File: config.mk
export PLATFORM = sky130hd
export DESIGN_NAME = load_store_unit
export DESIGN_NICKNAME = d
export VERILOG_FILES = /design/src/rtl/lsu_pkg.sv /design/src/rtl/lsu_load_extract.sv /design/src/rtl/load_store_unit.sv
export SDC_FILE = /design/constraint.sdc
export NUM_CORES = 1
export LEC_CHECK = 0
export BUFFER_PORTS_ARGS = -buffer_cell sky130_fd_sc_hd__buf_2
export CAP_MARGIN = 40
export CELL_PAD_IN_SITES_DETAIL_PLACEMENT = 1
export CELL_PAD_IN_SITES_GLOBAL_PLACEMENT = 2
export CORE_MARGIN = 4
export CORE_UTILIZATION = 29
export CTS_CLUSTER_DIAMETER = 50
export DETAILED_ROUTE_END_ITERATION = 10
export GPL_TIMING_DRIVEN = 0
export PLACE_DENSITY = 0.88
export SKIP_CTS_REPAIR_TIMING = 1
export SLEW_MARGIN = 20
export SYNTH_ARGS = -nofsm -noshare
export SYNTH_HDL_FRONTEND = slang
export SYNTH_SLANG_ARGS = --single-unit
File: constraint.sdc
create_clock -name clk -period 2.6 [get_ports clk]
set_input_delay 0.26 -clock clk [delete_from_list [all_inputs] [get_ports clk]]
set_output_delay 0.26 -clock clk [all_outputs]
set_load 0.1 [all_outputs]
File: src/rtl/lsu_pkg.sv
// Shared types, funct3 encodings and store-lane helpers for the load/store unit.
package lsu_pkg;

  typedef enum logic [1:0] {
    IDLE = 2'd0,
    REQ  = 2'd1,
    WAIT = 2'd2,
    DONE = 2'd3
  } lsu_state_t;

  typedef enum logic [1:0] {
    FC_NONE     = 2'd0,
    FC_MISALIGN = 2'd1,
    FC_ILLEGAL  = 2'd2,
    FC_TIMEOUT  = 2'd3
  } fault_cause_t;

  localparam logic [2:0] F3_B  = 3'b000;
  localparam logic [2:0] F3_H  = 3'b001;
  localparam logic [2:0] F3_W  = 3'b010;
  localparam logic [2:0] F3_BU = 3'b100;
  localparam logic [2:0] F3_HU = 3'b101;

  // Major opcodes, also decoded by control_unit.
  localparam logic [6:0] OPC_STORE = 7'b0100011;
  localparam logic [6:0] OPC_LOAD  = 7'b0000011;

  // Fault classification of a request before any bus activity; illegal wins over misaligned.
  function automatic fault_cause_t classify(input logic st, input logic [2:0] f3,
                                            input logic [1:0] a);
    logic illegal;
    logic misal;
    if (st) illegal = (f3 != F3_B) && (f3 != F3_H) && (f3 != F3_W);
    else    illegal = (f3 == 3'd3) || (f3 == 3'd6) || (f3 == 3'd7);
    case (f3[1:0])
      2'b01:   misal = a[0];
      2'b10:   misal = (a != 2'b00);
      default: misal = 1'b0;
    endcase
    if (illegal)    return FC_ILLEGAL;
    else if (misal) return FC_MISALIGN;
    else            return FC_NONE;
  endfunction

  // Byte enables for a store of width f3 at byte offset a.
  function automatic logic [3:0] store_strb(input logic [2:0] f3, input logic [1:0] a);
    case (f3)
      F3_B:    return 4'b0001 << a;
      F3_H:    return a[1] ? 4'b1100 : 4'b0011;
      F3_W:    return 4'b1111;
      default: return 4'b0000;
    endcase
  endfunction

  // Store data replicated across every lane the width can occupy.
  function automatic logic [31:0] store_wdata(input logic [2:0] f3, input logic [31:0] d);
    case (f3)
      F3_B:    return {4{d[7:0]}};
      F3_H:    return {2{d[15:0]}};
      default: return d;
    endcase
  endfunction

endpackage

File: src/rtl/lsu_load_extract.sv
// Selects the addressed byte/halfword of a read word and extends it to 32 bits.
module lsu_load_extract
  import lsu_pkg::*;
(
  input  logic [31:0] mem_rdata,
  input  logic [1:0]  addr_lo,
  input  logic [2:0]  funct3,
  output logic [31:0] load_data
);

  logic [7:0]  byte_sel;
  logic [15:0] half_sel;

  // Lane selection followed by sign or zero extension.
  always_comb begin
    byte_sel = mem_rdata[8*addr_lo +: 8];
    half_sel = addr_lo[1] ? mem_rdata[31:16] : mem_rdata[15:0];
    case (funct3)
      F3_B:    load_data = {{24{byte_sel[7]}}, byte_sel};
      F3_H:    load_data = {{16{half_sel[15]}}, half_sel};
      F3_BU:   load_data = {24'd0, byte_sel};
      F3_HU:   load_data = {16'd0, half_sel};
      default: load_data = mem_rdata;
    endcase
  end

endmodule

File: src/rtl/load_store_unit.sv
// RV32I memory stage: runs one load/store at a time over a valid/ready data bus.
module load_store_unit
  import lsu_pkg::*;
#(
  parameter int TIMEOUT_CYCLES = 255
) (
  input  logic        clk,
  input  logic        reset,
  input  logic        req_valid,
  output logic        req_ready,
  input  logic        is_store,
  input  logic [2:0]  funct3,
  input  logic [31:0] addr,
  input  logic [31:0] store_data,
  input  logic [4:0]  rd,
  output logic        stall,
  output logic        done,
  output logic        wb_valid,
  output logic [4:0]  wb_rd,
  output logic [31:0] wb_data,
  output logic        fault,
  output logic [1:0]  fault_cause,
  output logic        mem_req_valid,
  input  logic        mem_req_ready,
  output logic        mem_we,
  output logic [31:0] mem_addr,
  output logic [31:0] mem_wdata,
  output logic [3:0]  mem_wstrb,
  input  logic        mem_resp_valid,
  input  logic [31:0] mem_rdata
);

  // Counter value seen in the last permitted WAIT cycle.
  localparam logic [7:0] TO_LAST = 8'(TIMEOUT_CYCLES - 1);

  lsu_state_t   state, state_nxt;
  fault_cause_t cause_q;
  logic         cap_store;
  logic [2:0]   cap_f3;
  logic [1:0]   addr_lo_q;
  logic [4:0]   cap_rd;
  logic [7:0]   cnt;
  logic         mem_we_q;
  logic [31:0]  mem_addr_q;
  logic [31:0]  mem_wdata_q;
  logic [3:0]   mem_wstrb_q;
  logic [31:0]  wb_data_q;
  logic [31:0]  ext_data;

  lsu_load_extract u_extract (
    .mem_rdata (mem_rdata),
    .addr_lo   (addr_lo_q),
    .funct3    (cap_f3),
    .load_data (ext_data)
  );

  // State register.
  always_ff @(posedge clk or negedge reset) begin
    if (!reset) state <= IDLE;
    else        state <= state_nxt;
  end

  // Next-state: faults skip the bus, stores are posted, loads wait for data or timeout.
  always_comb begin
    state_nxt = state;
    case (state)
      IDLE: if (req_valid)
              state_nxt = (classify(is_store, funct3, addr[1:0]) != FC_NONE) ? DONE : REQ;
      REQ:  if (mem_req_ready) state_nxt = cap_store ? DONE : WAIT;
      WAIT: if (mem_resp_valid || (cnt == TO_LAST)) state_nxt = DONE;
      DONE: state_nxt = IDLE;
      default: state_nxt = IDLE;
    endcase
  end

  // Request capture, bus request fields, wait counter and load result.
  always_ff @(posedge clk or negedge reset) begin
    if (!reset) begin
      cause_q     <= FC_NONE;
      cap_store   <= 1'b0;
      cap_f3      <= 3'd0;
      addr_lo_q   <= 2'd0;
      cap_rd      <= 5'd0;
      cnt         <= 8'd0;
      mem_we_q    <= 1'b0;
      mem_addr_q  <= 32'd0;
      mem_wdata_q <= 32'd0;
      mem_wstrb_q <= 4'd0;
      wb_data_q   <= 32'd0;
    end else begin
      case (state)
        IDLE: if (req_valid) begin
          cap_store   <= is_store;
          cap_f3      <= funct3;
          addr_lo_q   <= addr[1:0];
          cap_rd      <= rd;
          cnt         <= 8'd0;
          cause_q     <= classify(is_store, funct3, addr[1:0]);
          mem_we_q    <= is_store;
          mem_addr_q  <= {addr[31:2], 2'b00};
          mem_wdata_q <= store_wdata(funct3, store_data);
          mem_wstrb_q <= is_store ? store_strb(funct3, addr[1:0]) : 4'b0000;
        end
        REQ: if (mem_req_ready) cnt <= 8'd0;
        WAIT: begin
          if (mem_resp_valid)       wb_data_q <= ext_data;
          else if (cnt == TO_LAST)  cause_q   <= FC_TIMEOUT;
          else                      cnt       <= cnt + 8'd1;
        end
        default: ;
      endcase
    end
  end

  // Outputs decoded from state and captured fields.
  always_comb begin
    req_ready     = (state == IDLE);
    mem_req_valid = (state == REQ);
    done          = (state == DONE);
    wb_valid      = (state == DONE) && !cap_store && (cause_q == FC_NONE);
    fault         = (state == DONE) && (cause_q != FC_NONE);
    fault_cause   = (state == DONE) ? cause_q : 2'd0;
    stall         = req_valid && (state != DONE);
    wb_rd         = cap_rd;
    wb_data       = wb_data_q;
    mem_we        = mem_we_q;
    mem_addr      = mem_addr_q;
    mem_wdata     = mem_wdata_q;
    mem_wstrb     = mem_wstrb_q;
  end

endmodule

==> results of run 1 <==
==> synthesized netlist by cell type (2+ instances only) <==
cell and instances:
a311oi_1 7, o41ai_1 2, nand2_1 64, a22o_1 5, nor2_1 32, a31oi_1 3
ha_1 11, or3_1 6, and3_1 2, mux2i_1 16, o21ai_1 35, inv_1 9
a22oi_1 19, nor3_1 7, a211oi_1 2, buf_2 13, a41oi_1 3, nand2b_1 6
o211ai_1 2, nor2b_1 5, nand4_1 4, buf_4 5, o21ai_0 15, a21oi_1 37
a221oi_1 5, or4b_1 2, a21o_1 3, nand3_1 21, o31ai_1 8, clkbuf_1 22
and2_1 4, dfrtp_1 121, mux2_1 3, mux2_2 45, o21a_1 3
==> worst min path at each step <==
| stage | depth (start not counted) | start | end |
|---|---|---|---|
| 2_1_floorplan | 0 | reset | addr_lo_q[0] |
| 6_report | 2 | addr[21] | mem_addr[21] |
| 3_5_place_dp | 1 | reset | wb_data[26] |
| 5_1_grt | 2 | addr[17] | mem_addr[17] |
| 4_1_cts | 1 | reset | wb_data[25] |
| 3_3_place_gp | 2 | mem_wdata[17] | mem_wdata[17] |
==> sequential cells by signal, summed over array words and instances (netlist names) <==
register	flops
wb_rd	5
mem_wdata	32
wb_data	32
mem_addr	30
state	2
cnt	8
mem_wstrb	4
cause_q	2
mem_we	1
cap_f3	3
addr_lo_q	2
==> cells in the final DEF, fill, tap and decap left out, drive strengths merged, types with 4 or more instances in the layout <==
cell type / netlist / layout
nand2: 64 / 64
clkbuf: 22 / 42
a311oi: 7 / 7
nand2b: 6 / 6
or3: 6 / 6
inv: 10 / 10
dfrtp: 121 / 121
a221oi: 5 / 5
clkinv: 0 / 8
nor2: 32 / 32
o31ai: 8 / 8
and2: 4 / 4
a22oi: 19 / 19
a22o: 5 / 5
nor2b: 5 / 5
ha: 11 / 11
nor3: 7 / 7
mux2i: 16 / 16
o21ai: 51 / 51
mux2: 48 / 48
nand3: 21 / 21
nand4: 4 / 4
a21oi: 37 / 37
buf: 19 / 241
==> kinds of logic after synthesis <==
group	Yosys count	share of synthesized area, %
AOI/OAI and AO/OA	156	16.83
adders and majority gates	11	2.347
buffers and inverters	51	3.862
DFF	121	51.63
muxes	65	12.33
other	1	0.06395
and+or+nand+nor	160	12.93
==> final cells by class <==
type,instances,area (um2)
Buffer,41,190.2
Clock buffer,20,446.7
Fill cell,2316,11700
Tap cell,265,331.6
Sequential cell,121,3028
Clock inverter,12,126.4
Inverter,10,37.54
Timing Repair Buffer,223,1154
Multi-Input combinational cell,394,2639
==> through the flow <==
| stage | cell area (um2) | setup TNS [ns] | hold slack (ns) |
|---|---|---|---|
| 2_1_floorplan | 5891 | 0 | -0.03559 |
| 3_3_place_gp | 7328 | -55.82 | 0.4612 |
| 5_1_grt | 7953 | 0 | 0.05807 |
| 4_1_cts | 7939 | -0.4061 | -0.3116 |
| 3_5_place_dp | 7366 | -0.2662 | 0.1335 |
| 6_report | 7953 | 0 | 0.07608 |
==> metal layers <==
layer,track usage (%),wire length (um),vias up
met5,0,0,-
met1,21.84,8431,2634
met4,4.941,280,0
li1,-,-,2522
met3,6.171,1575,23
met2,30.75,9799,190
==> metrics.txt, run 1 <==
min-delay worst type=in2reg; Reg-to-Reg Start=state[0]; Async SR Flop Fraction=100.0%; DRC violations left=0; critical path fanouts, max=10; PortBufs=221; DIE AREA=roughly 0.023 mm2; final wirelength=20,090 um; chip height=150.2 um; total track usage=between 10% and 20%; Final Critical Period=2.240 ns; total CTS buffers=17; Seq/Total Area, Yosys=51.63%; Mean Syn Cell Area=10.38 um2; Num Clock Sinks=121; RSZ-0062 raised after global routing=no; Worst setup endpoint=addr_lo_q[1]; worst path buffer plus inverter count=4; EDFF count, synth=0; reg2reg path depth=7; crit path launch type=flop; WP data required=2.87 ns; Overflow after GRT=0; dominant cells by area after synthesis=dfrtp_1 (52%), mux2_2 (8.6%), nand2_1 (4.1%); clock skew=0.006977 ns; fin. max-slew vios=0; outcome=finished, final reports clean; core footprint=0.01965 mm2; Finished Layout Cells=between 1,000 and 1,500; Final Worst Setup Slack=0.3599 ns; R2R Setup Slk=0.36 ns; vias in the first global route=5,870; Synth Cell Area=0.005864 mm2; Clock Tree Root=clkbuf_16; Final Hold Viols=0; via count=5,369; fraction of layout cells with a size suffix above 1=39.95%; R2R Path End=addr_lo_q[1]; CTS clock-pin slew for the worst setup and hold paths=0.06 ns; Max Cap Violations=0; final-stage net count=929; Ports=224; CP Capture Type=flop; Initial Utilization=29.84%; initial DRC count=147; critical path's slowest cell=dfrtp_1; crit share post-route=86.16%; H-tree depth=4; GP Congestion=0.7908; synth unique cells=53; Max Freq=~450 MHz; largest net degree at the start of global routing=93; Crit. Startpoint=state[0]; CTS tree=built; WP depth=7; Synth top area share=51.63%; fin util=40.46%; antenna violations before repair=0; router iterations before antenna repair=4; CP max stage delay=0.43 ns; number of synthesis warnings=0; #FFs+latches synth=121; cell row count=51; DP Wirelength=15,400 um; Avg WL per Cell=18.50 um; Worst Path Class, Setup=reg2reg; Die X=150.2 um; Clock Latency Late Sink=0.41 ns; clk buf depth=2; first-pass GRT wire length=about 32,000 um; post-synthesis cell count=565; normalized max-slew margin=between 50% and 60%; crit path cell chain=inv_1 > ha_1 > buf_2 > nand2_2 > clkbuf_2 > clkbuf_1 > o21ai_0; Least-Margin Pin Slew=roughly 0.7 ns; ANT nets after route=0; CP top delay family=buffers and inverters; Yosys top cell by area=dfrtp_1; number of diodes=0; Top FF cell, synth=dfrtp_1; Layout area overhead=35.61%; Setup WS pre-CTS=-0.07973 ns; endpoints failing setup=0; average vias per placed instance=just under 5; Inst Count DP=approximately 1,100; crit path DAT=2.51 ns
Power of run 1 is left out: the tool's default activity adds up to more than one toggle a clock period on the data nets, which glitch-free logic cannot reach.
==> run 2: changes to the inputs <==
--- a/config.mk
+++ b/config.mk
@@ -9,7 +9,7 @@
 export CAP_MARGIN = 40
 export CELL_PAD_IN_SITES_DETAIL_PLACEMENT = 1
 export CELL_PAD_IN_SITES_GLOBAL_PLACEMENT = 2
-export CORE_MARGIN = 4
+export CORE_MARGIN = 3
 export CORE_UTILIZATION = 29
 export CTS_CLUSTER_DIAMETER = 50
 export DETAILED_ROUTE_END_ITERATION = 10
==> run 2 against run 1 <==
Net effect:
- critical path depth is 1 higher
- first-iteration DRC count is 14% higher
- clock skew is 0.012 ns higher
- routed wire length is 0.87% lower
- core utilization is 0.20 points higher
- hold slack worse by 0.0049 ns
- final area is 0.49% higher
==> metrics.txt, run 2 (same netlist as run 1, synthesis figures left out) <==
outcome=finished, final reports clean; clk buf depth=2 (unchanged); Die X=148.2 um (-1.3%); chip height=148.2 um (-1.3%); crit path launch type=flop; final wirelength=19,910 um (-0.87%); PortBufs=221 (unchanged); Worst Path Class, Setup=reg2reg; first-pass GRT wire length=31,550 um (-1.0%); worst path buffer plus inverter count=4 (unchanged); critical path's slowest cell=dfrtp_1; initial DRC count=167 (+14%); min-delay worst type=in2reg; Max Freq=445.1 MHz (-0.29%); crit path DAT=2.57 ns (+0.06 ns); crit path cell chain=inv_1 > ha_1 > buf_2 > nand2_2 > clkbuf_2 > clkbuf_1 > nand2_1 > o21ai_0; cell row count=51 (unchanged); largest net degree at the start of global routing=94 (+1.1%); CP Capture Type=flop; CTS clock-pin slew for the worst setup and hold paths=0.06 ns (about the same); met2 Use GR=30.21% (-0.54 points); H-tree depth=4 (unchanged); hold wc startpoint=addr[5]; busiest grt layer=met2; GR Layer Usage met3=5.789% (-0.38 points); total CTS buffers=17 (unchanged); fin util=40.66% (+0.20 points); ANT nets after route=0 (unchanged); fraction of layout cells with a size suffix above 1=40.07% (+0.12 points); DIE AREA=0.02196 mm2 (-2.6%); Filler cells=2,332 (+0.69%); total track usage=18.02% (-0.038 points); clock skew=0.01861 ns (+0.01163 ns); endpoints failing setup=0 (unchanged); crit share post-route=86.41% (+0.25 points); Reg-to-Reg Start=state[0]; final-stage net count=929 (unchanged); Layout area overhead=36.27%; Overflow after GRT=0 (unchanged); met1 Use GR=22.13% (+0.29 points); CTS tree=built; WP data required=2.92 ns (+0.05 ns); Crit. Startpoint=state[0]; critical path fanouts, max=10 (unchanged); Clock Latency Late Sink=0.42 ns (about the same); commonest non-fill, non-tap cell in the layout=buf_2; RSZ-0062 raised after global routing=no; Final Critical Period=2.247 ns (+0.006426 ns); vias in the first global route=5,763 (-1.8%); setup TNS=0 ns (unchanged); Max Cap Violations=0 (unchanged); final hold slack=0.07122 ns (-0.004862 ns); GP Congestion=0.8073 (+2.1%); router iterations before antenna repair=4 (unchanged); fin. max-slew vios=0 (unchanged); CP top delay family=buffers and inverters; Clock Tree Root=clkbuf_16; CP max stage delay=0.45 ns (+0.02 ns); number of diodes=0 (unchanged); DRC violations left=0 (unchanged); Avg WL per Cell=18.34 um (-0.87%); Num Clock Sinks=121 (unchanged); via count=5,423 (+1.0%); Final Hold Viols=0 (unchanged); Initial Utilization=29.84% (unchanged); antenna violations before repair=1 (+1); normalized max-slew margin=53.63% (+3.0 points); Ports=224 (unchanged); commonest non-fill, non-tap cells in the layout=buf_2 (233), dfrtp_1 (121), nand2_1 (63); Least-Margin Pin Slew=0.6780 ns (-0.04337 ns); core footprint=0.01965 mm2 (unchanged); DP Wirelength=14,990 um (-2.6%); average vias per placed instance=4.994 (+1.0%)
==> run 2: cell count changes in the layout (fill, tap and decap cells not counted), sizes merged <==
cell      previous run  this run
bufinv               2         3
clkinv               8         4
inv                 10        12
clkinvlp             2         4
clkbuf              42        41
==> run 2: worst register-to-register path: stages (launching register included) <==
cell	delay (ns)
dfrtp_1	0.45
inv_1	0.10
ha_1	0.21
buf_2	0.17
nand2_2	0.26
clkbuf_2	0.34
clkbuf_1	0.39
nand2_1	0.12
o21ai_0	0.11
==> run 2: path summary, 6_finish.rpt <==
path                            slack (ns)          end  cells after the start
worst max register to register        0.35    cap_f3[0]                      8
min in group asynchronous             0.29   wb_data[1]                      2
worst min register to register        0.47   wb_data[2]                      2
worst max-delay path                  0.35    cap_f3[0]                      8
worst min-delay path                  0.07  mem_addr[5]                      2
max in group asynchronous             1.56       cnt[5]                      3
==> run 2: metrics by stage <==
stage | std cells | setup slack (ns) | area (um2)
finish | 1086 | 0.3535 | 7991
detailed placement | 1053 | 0.03400 | 7366
global placement | 1052 | -0.4857 | 7328
global route | 1086 | 0.04849 | 7991
floorplan | 566 | 0.1225 | 5891
CTS | 1085 | -0.07635 | 7978
==> run 2: layout make-up <==
type                    instances  area, um2  area share, %
well taps                     265      331.6          4.149
inverters                      10      37.54         0.4697
clock buffers                  19      442.9          5.543
plain buffers                  41      190.2          2.380
flip-flops and latches        121       3028          37.89
clock inverters                13      168.9          2.114
multi-input cells             394       2639          33.02
repair buffers                223       1154          14.44
==> run 2: layer usage <==
| layer | wire length, um | vias to the layer above | share of wire [%] |
|---|---|---|---|
| li1 | - | 2529 | - |
| met1 | 8489 | 2700 | 43 |
| met2 | 9763 | 168 | 49 |
| met3 | 1335 | 24 | 6.7 |
| met4 | 311 | 2 | 1.6 |
| met5 | 13 | - | 0.065 |
Power of run 2 is left out for the same reason.
==> run 3: changes to the inputs <==
--- a/config.mk
+++ b/config.mk
@@ -15,6 +15,7 @@
 export DETAILED_ROUTE_END_ITERATION = 10
 export GPL_TIMING_DRIVEN = 0
 export PLACE_DENSITY = 0.88
+export REMOVE_ABC_BUFFERS = 1
 export SKIP_CTS_REPAIR_TIMING = 1
 export SLEW_MARGIN = 20
 export SYNTH_ARGS = -nofsm -noshare
==> run 3 against run 2 <==
Net effect:
- via count down 4.0%
- clock skew down 0.011 ns
- fmax down 6.3%
- cell count down 3.1%
- worst setup slack worse by 0.15 ns
- global-route usage down 1.4 points
- sequential cell count unchanged
- core utilization down 0.27 points
- register-to-register slack worse by 0.15 ns
- highest routed layer is now met4
==> metrics.txt, run 3 (same netlist as run 1, synthesis figures left out) <==
outcome=finished, final reports clean; cell row count=51 (unchanged); critical path fanouts, max=16 (+6); normalized max-slew margin=48.81% (-4.8 points); R2R Setup Slk=0.20 ns (-0.15 ns); first-pass GRT wire length=29,270 um (-7.2%); vias in the first global route=5,664 (-1.7%); CTS clock-pin slew for the worst setup and hold paths=0.06 ns (about the same); Die X=148.2 um (unchanged); clk buf depth=2 (unchanged); largest net degree at the start of global routing=72 (-23%); Final Hold Viols=0 (unchanged); Clock Latency Late Sink=0.41 ns (about the same); Layout area overhead=35.35%; min-delay worst type=in2reg; final-stage net count=894 (-3.8%); average vias per placed instance=4.947 (-0.94%); critical path's slowest cell=dfrtp_1; ANT nets after route=0 (unchanged); Clock Tree Root=clkbuf_16; Inst Count DP=1,017 (-3.4%); worst hold endpoint=wb_rd[1]; Hold Path Cell Cnt=2 (unchanged); Worst Path Class, Setup=reg2reg; crit path launch type=flop; clock skew=0.007924 ns (-0.01069 ns); Ports=224 (unchanged); commonest non-fill, non-tap cells in the layout=buf_2 (220), dfrtp_1 (121), nand2_1 (62); endpoints failing setup=0 (unchanged); Avg WL per Cell=17.25 um (-5.9%); Final Critical Period=2.396 ns (+0.1498 ns); H-tree depth=4 (unchanged); chip height=148.2 um (unchanged); CP max stage delay=0.76 ns (+0.31 ns); met2 Use GR=28.32% (-1.9 points); commonest non-fill, non-tap cell in the layout=buf_2; Max Freq=417.3 MHz (-6.3%); Overflow after GRT=0 (unchanged); Finished Layout Cells=1,052 (-3.1%); GR Layer Usage met3=5.728% (-0.061 points); RSZ-0062 raised after global routing=no; final wirelength=18,150 um (-8.9%); DRC violations left=0 (unchanged); WP depth=3 (-5); core footprint=0.01965 mm2 (unchanged); Filler cells=2,287 (-1.9%); Num Clock Sinks=121 (unchanged); crit path cell chain=mux4_2 > o21ai_2 > o21ai_1; fin. max-slew vios=0 (unchanged); fraction of layout cells with a size suffix above 1=40.08% (about the same); CP top delay family=compound AO/OA/AOI/OAI gates; total CTS buffers=17 (unchanged); antenna violations before repair=1 (unchanged); busiest grt layer=met2; PortBufs=221 (unchanged); Max Cap Violations=0 (unchanged); hold wc startpoint=rd[1]; initial DRC count=115 (-31%); worst path buffer plus inverter count=0 (-4); met1 Use GR=19.90% (-2.2 points); total track usage=16.67% (-1.4 points); GP Congestion=0.7546 (-6.5%); CTS tree=built; crit path DAT=2.64 ns (+0.07 ns); R2R Path End=wb_data[25]; Initial Utilization=29.84% (unchanged); DIE AREA=0.02196 mm2 (unchanged); crit share post-route=92.17% (+5.8 points); CP Capture Type=flop; DP Wirelength=13,090 um (-13%); Least-Margin Pin Slew=0.7678 ns (+0.08981 ns); router iterations before antenna repair=4 (unchanged); Reg-to-Reg Start=addr_lo_q[1]; via count=5,204 (-4.0%); WP data required=2.85 ns (-0.07 ns); reg2reg path depth=3 (-5)
[run 3: cell types whose count changed in the layout (fill, tap and decap cells not counted), sizes merged]
cell / change
buf: -13
clkbuf: -23
bufinv: +2
inv: -1
diode: +1
clkinvlp: -1
clkinv: +1
[run 3: worst reg2reg max path: stages, from the launching register on]
cell and delay [ns]:
dfrtp_1 0.76, mux4_2 0.65, o21ai_2 0.63, o21ai_1 0.19
[run 3: metal layers]
layer / up-vias / part of all wire [%]
met5: - / 0
li1: 2455 / -
met3: 21 / 7.7
met4: 0 / 1.5
met2: 179 / 49
met1: 2549 / 42
[run 3: area by class of cell]
class | instances | area [um2] | area share (%)
flip-flops and latches | 121 | 3028 | 38.15
well taps | 265 | 331.6 | 4.177
diodes | 1 | 2.502 | 0.03153
inverters | 10 | 37.54 | 0.4729
repair buffers | 229 | 1241 | 15.64
clock buffers | 18 | 439.2 | 5.533
clock inverters | 14 | 221.5 | 2.790
multi-input cells | 394 | 2636 | 33.21
[run 3: worst max-delay path by stage]
| stage | from | end | slack, ns |
|---|---|---|---|
| floorplan | state[0] | wb_valid | -2.06 |
| global placement | state[0] | cause_q[0] | -2.22 |
| detailed placement | funct3[0] | mem_wdata[10] | -0.22 |
| CTS | state[0] | wb_data[25] | -0.17 |
| global route | addr_lo_q[1] | wb_data[25] | 0.08 |
| finish | addr_lo_q[1] | wb_data[25] | 0.20 |
[run 3: through the flow]
step | hold slack [ns] | setup WS (ns) | utilization, % | setup TNS [ns] | instance area [um2]
3_3_place_gp | 0.4582 | -2.223 | 36.21 | -206.95 | 7117
3_5_place_dp | 0.2041 | -0.2168 | 36.88 | -3.613 | 7248
4_1_cts | -0.2517 | -0.1688 | 40.24 | -1.967 | 7909
5_1_grt | 0.04595 | 0.08315 | 40.39 | 0 | 7938
2_1_floorplan | -0.03559 | -2.059 | - | -118.87 | 5679
6_report | 0.07251 | 0.2036 | 40.39 | 0 | 7938
Power of run 3 is left out for the same reason.
